--- src/rtl/spi_pkg.sv ---
// Shared types and constants for the clock-domain SPI slave.
package spi_pkg;

   // Frame-level state of the slave.
   typedef enum logic {
      ST_IDLE   = 1'b0,
      ST_ACTIVE = 1'b1
   } state_e;

   // SCK idles high when CPOL equals this value.
   localparam bit CPOL_HIGH = 1'b1;
   // Sample on the leading edge, shift on the trailing edge.
   localparam bit CPHA_LEAD = 1'b0;

   // Flops in each input synchroniser chain (edge-detect register is extra).
   localparam int unsigned SYNC_DEPTH = 2;

endpackage : spi_pkg

--- src/rtl/spi_sync_edge.sv ---
// Synchroniser for one asynchronous input plus rise/fall detection.
module spi_sync_edge
   import spi_pkg::*;
#(
   parameter logic RST_VAL = 1'b0
) (
   input  logic clk,
   input  logic rst_n,
   input  logic async_i,
   output logic rise_c,
   output logic fall_c
);

   logic [SYNC_DEPTH-1:0] sync_q;
   logic                  dly_q;

   // Synchroniser chain plus one delayed copy for edge comparison.
   always_ff @(posedge clk or negedge rst_n) begin
      if (!rst_n) begin
         sync_q <= {SYNC_DEPTH{RST_VAL}};
         dly_q  <= RST_VAL;
      end else begin
         sync_q <= {sync_q[SYNC_DEPTH-2:0], async_i};
         dly_q  <= sync_q[SYNC_DEPTH-1];
      end
   end

   assign rise_c =  sync_q[SYNC_DEPTH-1] & ~dly_q;
   assign fall_c = ~sync_q[SYNC_DEPTH-1] &  dly_q;

endmodule : spi_sync_edge

--- src/rtl/spi_slave_sync.sv ---
// SPI slave oversampled on clk: single-clock receive and reply handshake.
module spi_slave_sync
   import spi_pkg::*;
#(
   parameter int unsigned            DATA_LENGTH = 8,
   parameter bit                     CPOL        = 1'b1,
   parameter bit                     CPHA        = 1'b0,
   parameter logic [DATA_LENGTH-1:0] IDLE_TX     = '0
) (
   input  logic                   clk,
   input  logic                   rst_n,
   input  logic                   ss_n,
   input  logic                   sck,
   input  logic                   mosi,
   output logic                   miso,
   output logic                   miso_oe,
   input  logic [DATA_LENGTH-1:0] tx_data,
   input  logic                   tx_load,
   output logic                   tx_ready,
   output logic [DATA_LENGTH-1:0] rx_data,
   output logic                   rx_valid,
   output logic                   tx_underrun,
   output logic                   frame_err
);

   localparam int unsigned CNT_W = $clog2(DATA_LENGTH);

   logic                   ss_rise_c, ss_fall_c, sck_rise_c, sck_fall_c;
   logic [SYNC_DEPTH-1:0]  mosi_q;
   logic                   mosi_s_c;
   logic                   lead_c, trail_c, sample_c, shift_c;
   logic                   start_c, run_c, reload_c, commit_c;
   logic                   consume_c, underrun_c;
   logic [DATA_LENGTH-1:0] next_word_c, rx_word_c;

   state_e                 state_q;
   logic [CNT_W-1:0]       bit_cnt_q;
   logic [DATA_LENGTH-1:0] rx_shift_q, tx_shift_q, rx_data_q, buf_q;
   logic                   tx_ready_q, miso_q, miso_oe_q;
   logic                   rx_valid_q, tx_underrun_q, frame_err_q;
   logic                   first_q, pending_q, peek_empty_q;

   spi_sync_edge #(.RST_VAL(CPOL)) u_sck_sync (
      .clk    (clk),
      .rst_n  (rst_n),
      .async_i(sck),
      .rise_c (sck_rise_c),
      .fall_c (sck_fall_c)
   );

   spi_sync_edge #(.RST_VAL(1'b1)) u_ss_sync (
      .clk    (clk),
      .rst_n  (rst_n),
      .async_i(ss_n),
      .rise_c (ss_rise_c),
      .fall_c (ss_fall_c)
   );

   // MOSI needs only the level, aligned with the SCK edge detect.
   always_ff @(posedge clk or negedge rst_n) begin
      if (!rst_n) mosi_q <= '0;
      else        mosi_q <= {mosi_q[SYNC_DEPTH-2:0], mosi};
   end

   // Decode edges and frame events; the CPHA=0 reload is a peek that is
   // only committed once the following frame really samples its first bit.
   always_comb begin
      mosi_s_c    = mosi_q[SYNC_DEPTH-1];
      lead_c      = (CPOL == CPOL_HIGH) ? sck_fall_c : sck_rise_c;
      trail_c     = (CPOL == CPOL_HIGH) ? sck_rise_c : sck_fall_c;
      sample_c    = (CPHA == CPHA_LEAD) ? lead_c  : trail_c;
      shift_c     = (CPHA == CPHA_LEAD) ? trail_c : lead_c;
      start_c     = (state_q == ST_IDLE) && ss_fall_c;
      run_c       = (state_q == ST_ACTIVE) && !ss_rise_c;
      reload_c    = run_c && shift_c && (bit_cnt_q == '0) &&
                    ((CPHA == CPHA_LEAD) || !first_q);
      commit_c    = run_c && sample_c && pending_q;
      next_word_c = tx_ready_q ? IDLE_TX : buf_q;
      rx_word_c   = {rx_shift_q[DATA_LENGTH-2:0], mosi_s_c};
      if (CPHA == CPHA_LEAD) begin
         consume_c  = (start_c && !tx_ready_q) || (commit_c && !peek_empty_q);
         underrun_c = (start_c &&  tx_ready_q) || (commit_c &&  peek_empty_q);
      end else begin
         consume_c  = (start_c || reload_c) && !tx_ready_q;
         underrun_c = (start_c || reload_c) &&  tx_ready_q;
      end
   end

   // Reply buffer: a frame start frees it before a same-cycle load is seen.
   always_ff @(posedge clk or negedge rst_n) begin
      if (!rst_n) begin
         buf_q      <= '0;
         tx_ready_q <= 1'b1;
      end else begin
         if (consume_c) tx_ready_q <= 1'b1;
         if (tx_load && tx_ready_q) begin
            buf_q      <= tx_data;
            tx_ready_q <= 1'b0;
         end
      end
   end

   // Frame FSM with the RX/TX shifters and registered outputs.
   always_ff @(posedge clk or negedge rst_n) begin
      if (!rst_n) begin
         state_q       <= ST_IDLE;
         bit_cnt_q     <= '0;
         rx_shift_q    <= '0;
         tx_shift_q    <= '0;
         rx_data_q     <= '0;
         miso_q        <= 1'b0;
         miso_oe_q     <= 1'b0;
         rx_valid_q    <= 1'b0;
         tx_underrun_q <= 1'b0;
         frame_err_q   <= 1'b0;
         first_q       <= 1'b0;
         pending_q     <= 1'b0;
         peek_empty_q  <= 1'b0;
      end else begin
         rx_valid_q    <= 1'b0;
         frame_err_q   <= 1'b0;
         tx_underrun_q <= underrun_c;
         case (state_q)
            ST_IDLE: begin
               miso_q <= 1'b0;
               if (ss_fall_c) begin
                  state_q    <= ST_ACTIVE;
                  miso_oe_q  <= 1'b1;
                  bit_cnt_q  <= '0;
                  rx_shift_q <= '0;
                  first_q    <= 1'b1;
                  pending_q  <= 1'b0;
                  tx_shift_q <= next_word_c;
                  if (CPHA == CPHA_LEAD) miso_q <= next_word_c[DATA_LENGTH-1];
               end
            end
            ST_ACTIVE: begin
               if (ss_rise_c) begin
                  state_q     <= ST_IDLE;
                  miso_oe_q   <= 1'b0;
                  miso_q      <= 1'b0;
                  frame_err_q <= (bit_cnt_q != '0);
                  bit_cnt_q   <= '0;
                  rx_shift_q  <= '0;
                  tx_shift_q  <= '0;
                  first_q     <= 1'b0;
                  pending_q   <= 1'b0;
               end else begin
                  if (sample_c) begin
                     rx_shift_q <= rx_word_c;
                     pending_q  <= 1'b0;
                     if (bit_cnt_q == CNT_W'(DATA_LENGTH - 1)) begin
                        rx_data_q  <= rx_word_c;
                        rx_valid_q <= 1'b1;
                        bit_cnt_q  <= '0;
                     end else begin
                        bit_cnt_q <= bit_cnt_q + CNT_W'(1);
                     end
                  end
                  if (shift_c) begin
                     if (reload_c) begin
                        tx_shift_q   <= next_word_c;
                        miso_q       <= next_word_c[DATA_LENGTH-1];
                        pending_q    <= (CPHA == CPHA_LEAD);
                        peek_empty_q <= tx_ready_q;
                     end else if (bit_cnt_q == '0) begin
                        miso_q  <= tx_shift_q[DATA_LENGTH-1];
                        first_q <= 1'b0;
                     end else begin
                        tx_shift_q <= {tx_shift_q[DATA_LENGTH-2:0], 1'b0};
                        miso_q     <= tx_shift_q[DATA_LENGTH-2];
                     end
                  end
               end
            end
            default: state_q <= ST_IDLE;
         endcase
      end
   end

   assign miso        = miso_q;
   assign miso_oe     = miso_oe_q;
   assign tx_ready    = tx_ready_q;
   assign rx_data     = rx_data_q;
   assign rx_valid    = rx_valid_q;
   assign tx_underrun = tx_underrun_q;
   assign frame_err   = frame_err_q;

endmodule : spi_slave_sync

--- config.mk ---
export PLATFORM = sky130hd
export DESIGN_NAME = spi_slave_sync
export DESIGN_NICKNAME = d
export VERILOG_FILES = /design/src/rtl/spi_pkg.sv /design/src/rtl/spi_sync_edge.sv /design/src/rtl/spi_slave_sync.sv
export SDC_FILE = /design/constraint.sdc
export NUM_CORES = 1
export LEC_CHECK = 0
export ABC_AREA = 1
export BUFFER_PORTS_ARGS = -buffer_cell sky130_fd_sc_hd__buf_4
export CORE_UTILIZATION = 54
export CTS_BUF_LIST = sky130_fd_sc_hd__clkbuf_8
export CTS_CLUSTER_SIZE = 40
export DETAILED_ROUTE_END_ITERATION = 8
export GPL_TIMING_DRIVEN = 0
export PLACE_DENSITY = 0.87
export SYNTH_ARGS = -nofsm -noshare
export SYNTH_HDL_FRONTEND = slang
export SYNTH_SLANG_ARGS = --single-unit
export TNS_END_PERCENT = 50
--- constraint.sdc ---
create_clock -name clk -period 1.43 [get_ports clk]
set_input_delay 0.143 -clock clk [delete_from_list [all_inputs] [get_ports clk]]
set_output_delay 0.143 -clock clk [all_outputs]
set_load 0.005 [all_outputs]
==> flow_summary.toml, run 1 <==
[run_status]
outcome = "complete, but fails checks"
violations = "design-rule violations, negative setup slack"

[clock_tree]
cts.path.max_buffers = 2
numCtsBuffers = 5
cts_tree = "built"
cts_root_buffer = "clkbuf_8"
htreeDepth = 2
path_clk_slew_ps = 100
cts.sinks = 51
insertion_delay_ps = 310

[timing]
period_share = 1.02
hold_viol = 0
fmax_ghz = 0.683
skew_ps = 11.6
rsz0062_at_grt = "true"
period_needed_ps = 1470
relSlewSlack = 0.578
worst_slack_ps = -35.1
timing.final.max_slew_violations = 0
tightest_slew_ps = 633
setup_viol = 4

[floorplan]
die_y_microns = 66.7
die_area_sq_um = 4450
start_util = 0.566
die_w_microns = 66.7
num_rows = 23
ios = 28
core_area_sq_um = 4000

[routing]
wl_per_cell_microns = 13.4
first_pass_iters = 6
drt_iter0_markers = 136
drc = 2
antenna_left = 0
wirelength_microns = 4700
vias = 1805
via_per_inst = 5.16

[placed_design]
numPortBuffers = 27
place_ws_ps = -126
hpwlAfterDp_microns = 2930
gp_congestion = 0.841

[worst_setup_path]
path_class = "reg2reg"
path_max_fanout = 6
critical-path-top-delay-family = "simple AND/OR/NAND/NOR gates"
slowest_delay_ps = 410
end_kind = "flip-flop"
worstPathRequired_ps = 1670
slowest_stage = "dfrtp_1"
cp.arrival_ps = 1700
crit_buf_inv = 2
path_cells = "inv_2, ha_4, inv_4, nor2_4, nand2_4, nor2_4, nand2_2, nand2_1, nor2_1, nor2_1"
crit_path_start_kind = "flip-flop"

[grt]
grt_pass1_wl_microns = 7510
grt_pass1_vias = 1661
grt.overflow.total = 0
grtUsageTotal = 0.230
antenna_found_initial = 0
grt_max_degree = 52

[synth]
yosys_register_bits = 51
synthesis.nets = 272
async_flop_share = 1.00
yosysUniqueCellTypes = 23
synth_area_per_cell_sq_um = 8.87
synth_cells = 255
ys_warn_count = 0
netlist_area_sq_um = 2260
ys.flop_type = "dfrtp_1"
synth_seq_area_share = 0.568
synth-edff-count = 0

[layout]
fillers = 281
final_layout_size_suffix_gt1_frac = 0.297
final_util = 0.705
n_antenna_cell = 0
syn_to_final_growth_pct = 24.7
final_cell_mix = "nand2_1, dfrtp_1, buf_4"
layout_commonest_cell = "nand2_1"
layout.nets = 316

[flow_run]
drv_cap = 0

[power]
p_leak_nw = 1.46
power_density_nw_per_um2 = 1400
ir_drop_mv = 1.15

[worst_hold_path]
hold_class = "in2reg"
-- worst reg2reg max path, delay by kind of cell, from the launching register on --
family                   cells  cell delay, ps
AND/OR/NAND/NOR              7             700
flip-flops                   1             410
adder cells (fa/ha/maj)      1             170
buffers and inverters        2             130
-- final timing paths --
| kind | start | end | slack [ps] | cells past startpoint |
|---|---|---|---|---|
| max | bit_cnt_q[0] | tx_shift_q[7] | -40 | 10 |
| min | tx_data[0] | buf_q[0] | 30 | 3 |
| max reg2reg | bit_cnt_q[0] | tx_shift_q[7] | -40 | 10 |
| min reg2reg | mosi_q[0] | mosi_q[1] | 360 | 0 |
| max in group asynchronous | rst_n | tx_underrun | 610 | 2 |
| min in group asynchronous | rst_n | tx_shift_q[5] | 400 | 2 |
-- layer usage --
layer	vias up	GRT usage	routed length (microns)
met5	-	0	0
met4	0	0.0851	78
met1	857	0.308	2050
li1	884	-	-
met3	8	0.0582	214
met2	56	0.360	2360
-- sequential cells by signal, indices dropped and copies added, names as in the netlist, 2 cells and up --
register and flops:
u_sck_sync.sync_q 2, rx_shift_q 7, bit_cnt_q 3, tx_shift_q 8
u_ss_sync.sync_q 2, rx_data 8, buf_q 8, mosi_q 2
-- metrics by stage --
step / setup TNS (ps) / area [sq um] / cells / hold slack [ps] / total power [mW]
3_5_place_dp: -916 / 2530 / 332 / 206 / 2.81
5_1_grt: -957 / 2820 / 350 / 23.4 / 4.17
4_1_cts: -19.7 / 2750 / 346 / 20.9 / 3.88
6_report: -64.5 / 2820 / 350 / 25.6 / 3.94
2_1_floorplan: 0 / 2260 / 255 / -153 / 2.52
3_3_place_gp: -214 / 2530 / 332 / 206 / 2.77
-- cells in the mapped netlist, types with 3 or more instances --
library cell,instances,area (sq um)
a21oi_1,11,55.1
dfrtp_1,44,1100
dfstp_2,7,184
ha_1,3,37.5
inv_1,30,113
inv_2,4,15.0
nand2_1,72,270
nand2_2,4,25.0
nand2_4,3,33.8
nand3_1,14,70.1
nor2_1,27,101
nor2_2,3,18.8
o21ai_0,8,40.0
o21ai_2,8,70.1
o22ai_1,7,43.8
-- power breakdown --
part | internal, mW | leakage, nW | switching, mW
clock | 0.522 | 0.0599 | 0.481
sequential | 1.73 | 0.645 | 0.170
combinational | 0.411 | 0.758 | 0.627
-- logic make-up after synthesis --
logic type | after synthesis | synth area share
AO/OA/AOI/OAI | 34 | 0.0924
adder cells (fa/ha/maj) | 3 | 0.0166
buffers and inverters | 39 | 0.0730
AND/OR/NAND/NOR | 128 | 0.250
flip-flops | 51 | 0.568
-- what timing repair did --
item                                    in CTS  in global routing
setup buffers                                2                  5
endpoints found under the setup margin      11                 26
hold buffers                                 4                  0
hold endpoints to repair                    47                  0
pin swaps                                    3                  7
gates resized for setup                     12                 15
-- cell type report --
cell class              count  area (sq um)  share of cell area
multi-input cells         165           911               0.323
plain buffers               2          16.3             0.00576
well taps                  50          62.6              0.0222
clock buffers               5          68.8              0.0244
repair buffers             38           295               0.105
clock inverters             3          42.5              0.0151
inverters                  36           140              0.0497
flip-flops and latches     51          1280               0.455
Power figures use the tool's default switching activity.
==> run 2: changes to the inputs <==
--- a/config.mk
+++ b/config.mk
@@ -12,7 +12,7 @@
 export CTS_CLUSTER_SIZE = 40
 export DETAILED_ROUTE_END_ITERATION = 8
 export GPL_TIMING_DRIVEN = 0
-export PLACE_DENSITY = 0.87
+export PLACE_DENSITY = 0.78
 export SYNTH_ARGS = -nofsm -noshare
 export SYNTH_HDL_FRONTEND = slang
 export SYNTH_SLANG_ARGS = --single-unit
==> constraint.sdc (replaced) <==
create_clock -name clk -period 1.3 [get_ports clk]
set_input_delay 0.13 -clock clk [delete_from_list [all_inputs] [get_ports clk]]
set_output_delay 0.13 -clock clk [all_outputs]
set_load 0.005 [all_outputs]
==> flow_summary.toml, run 2 (synthesis gave the netlist of run 1 again) <==
[grt]
grtUsageMet3 = 0.0616
met2_usage = 0.378
grt_pass1_wl_microns = 8030
grt.busiest_layer = "met2"
antenna_found_initial = 0
grt_pass1_vias = 1760
use_met1 = 0.337
grtUsageTotal = 0.248
grt_max_degree = 52
grt.overflow.total = 0

[clock_tree]
cts.path.max_buffers = 2
insertion_delay_ps = 320
htreeDepth = 2
path_clk_slew_ps = 90
cts_root_buffer = "clkbuf_8"
numCtsBuffers = 5
cts.sinks = 51
cts_tree = "built"

[routing]
wl_per_cell_microns = 14.3
drc = 0
antenna_left = 0
wirelength_microns = 5140
vias = 1878
first_pass_iters = 4
via_per_inst = 5.22
drt_iter0_markers = 79

[worst_setup_path]
path_max_fanout = 5
crit_path_start_kind = "flip-flop"
path_class = "reg2reg"
reg2reg_from = "u_ss_sync.dly_q"
setup.worst_path.start = "u_ss_sync.dly_q"
cp.arrival_ps = 1630
worstPathRequired_ps = 1510
end_kind = "flip-flop"

[power]
power_density_nw_per_um2 = 1410
ir_drop_mv = 0.997
p_leak_nw = 1.56

[floorplan]
die_area_sq_um = 4450
num_rows = 23
core_area_sq_um = 4000
die_y_microns = 66.7
start_util = 0.566
ios = 28
die_w_microns = 66.7

[placed_design]
placed_cell_area_sq_um = 2530
numPortBuffers = 27
hpwlAfterDp_microns = 2900
gp_congestion = 0.837

[timing]
skew_ps = 10.3
relSlewSlack = 0.581
rsz0062_at_grt = "true"
period_share = 1.09
period_needed_ps = 1420
setup_viol = 28
timing.final.max_slew_violations = 0
fmax_ghz = 0.705
hold_viol = 0
tightest_slew_ps = 628
worst_slack_ps = -118
finalSetupTns_ps = -1910

[layout]
n_antenna_cell = 0
layout_commonest_cell = "nand2_1"
final_layout_size_suffix_gt1_frac = 0.387
syn_to_final_growth_pct = 34.1
layout.nets = 326
final_cell_mix = "nand2_1, dfrtp_1, buf_4"
design_area_sq_um = 3030
fillers = 251

[flow_run]
drv_cap = 0

[run_status]
violations = "negative setup slack"
outcome = "complete, but fails checks"

[worst_hold_path]
hold_class = "in2reg"
hold_start = "tx_data[5]"
[run 2: cell types whose count changed in the layout (fill, tap and decap cells not counted), moves of 4 or more]
cell / delta
nand3_2: +5
nand2_4: +8
buf_6: +4
nand3_1: -5
nand2_2: +4
nand2_1: -10
[run 2: final cells by class]
cell class                      count  area, sq um  share of cell area
Buffer                              3         31.3              0.0103
Sequential cell                    51         1290               0.424
Tap cell                           50         62.6              0.0206
Clock buffer                        6         82.6              0.0272
Clock inverter                      2         12.5             0.00413
Timing Repair Buffer               46          390               0.129
Inverter                           36          149              0.0491
Multi-Input combinational cell    166         1020               0.336
[run 2: worst max-delay path, cell delays in order (launching register included)]
cell and delay, ps:
dfstp_2 560, inv_2 50, nand2_4 100, nand2_8 80, nor2_8 160, nand2_4 110
buf_8 150, nand2_4 50, o21ai_2 40
[run 2: path summary, 6_finish.rpt]
check / depth (start not counted) / slack, ps / to
worst max-delay path: 8 / -120 / rx_data[7]
worst min-delay path: 3 / 3 / buf_q[5]
worst max register to register: 8 / -120 / rx_data[7]
worst min register to register: 0 / 360 / mosi_q[1]
max in group asynchronous: 2 / 470 / state_q
min in group asynchronous: 2 / 380 / rx_shift_q[6]
[run 2: power breakdown]
part	total (mW)	switching, mW	internal, mW	leakage [nW]
Combinational	1.24	0.739	0.500	0.865
Clock	0.954	0.525	0.429	0.0526
Sequential	2.09	0.189	1.90	0.644
[run 2: timing repair]
item / CTS / global route
endpoints found under the hold margin: 47 / 0
endpoints found under the setup margin: 30 / 36
pin swaps: 10 / 12
gates resized for setup: 43 / 22
hold buffers: 4 / 0
setup buffers: 11 / 3
cloned: 1 / 1
[run 2: metal layers]
layer	up-vias	routed length, microns
met1	901	2210
met5	-	0
met3	11	243
met4	0	91
met2	57	2600
li1	909	-
[run 2: per-stage QoR]
stage                     power, mW  hold WS, ps  worst slack (ps)  instances  utilization
after global placement         3.06          187              -180        332        0.632
after global routing           4.53         20.1              -212        360        0.758
after detailed placement       3.10          188              -196        332        0.632
after floorplan                2.78         -166             -31.5        255            -
after CTS                      4.19         6.41             -73.0        356        0.731
final                          4.29         2.61              -118        360        0.758
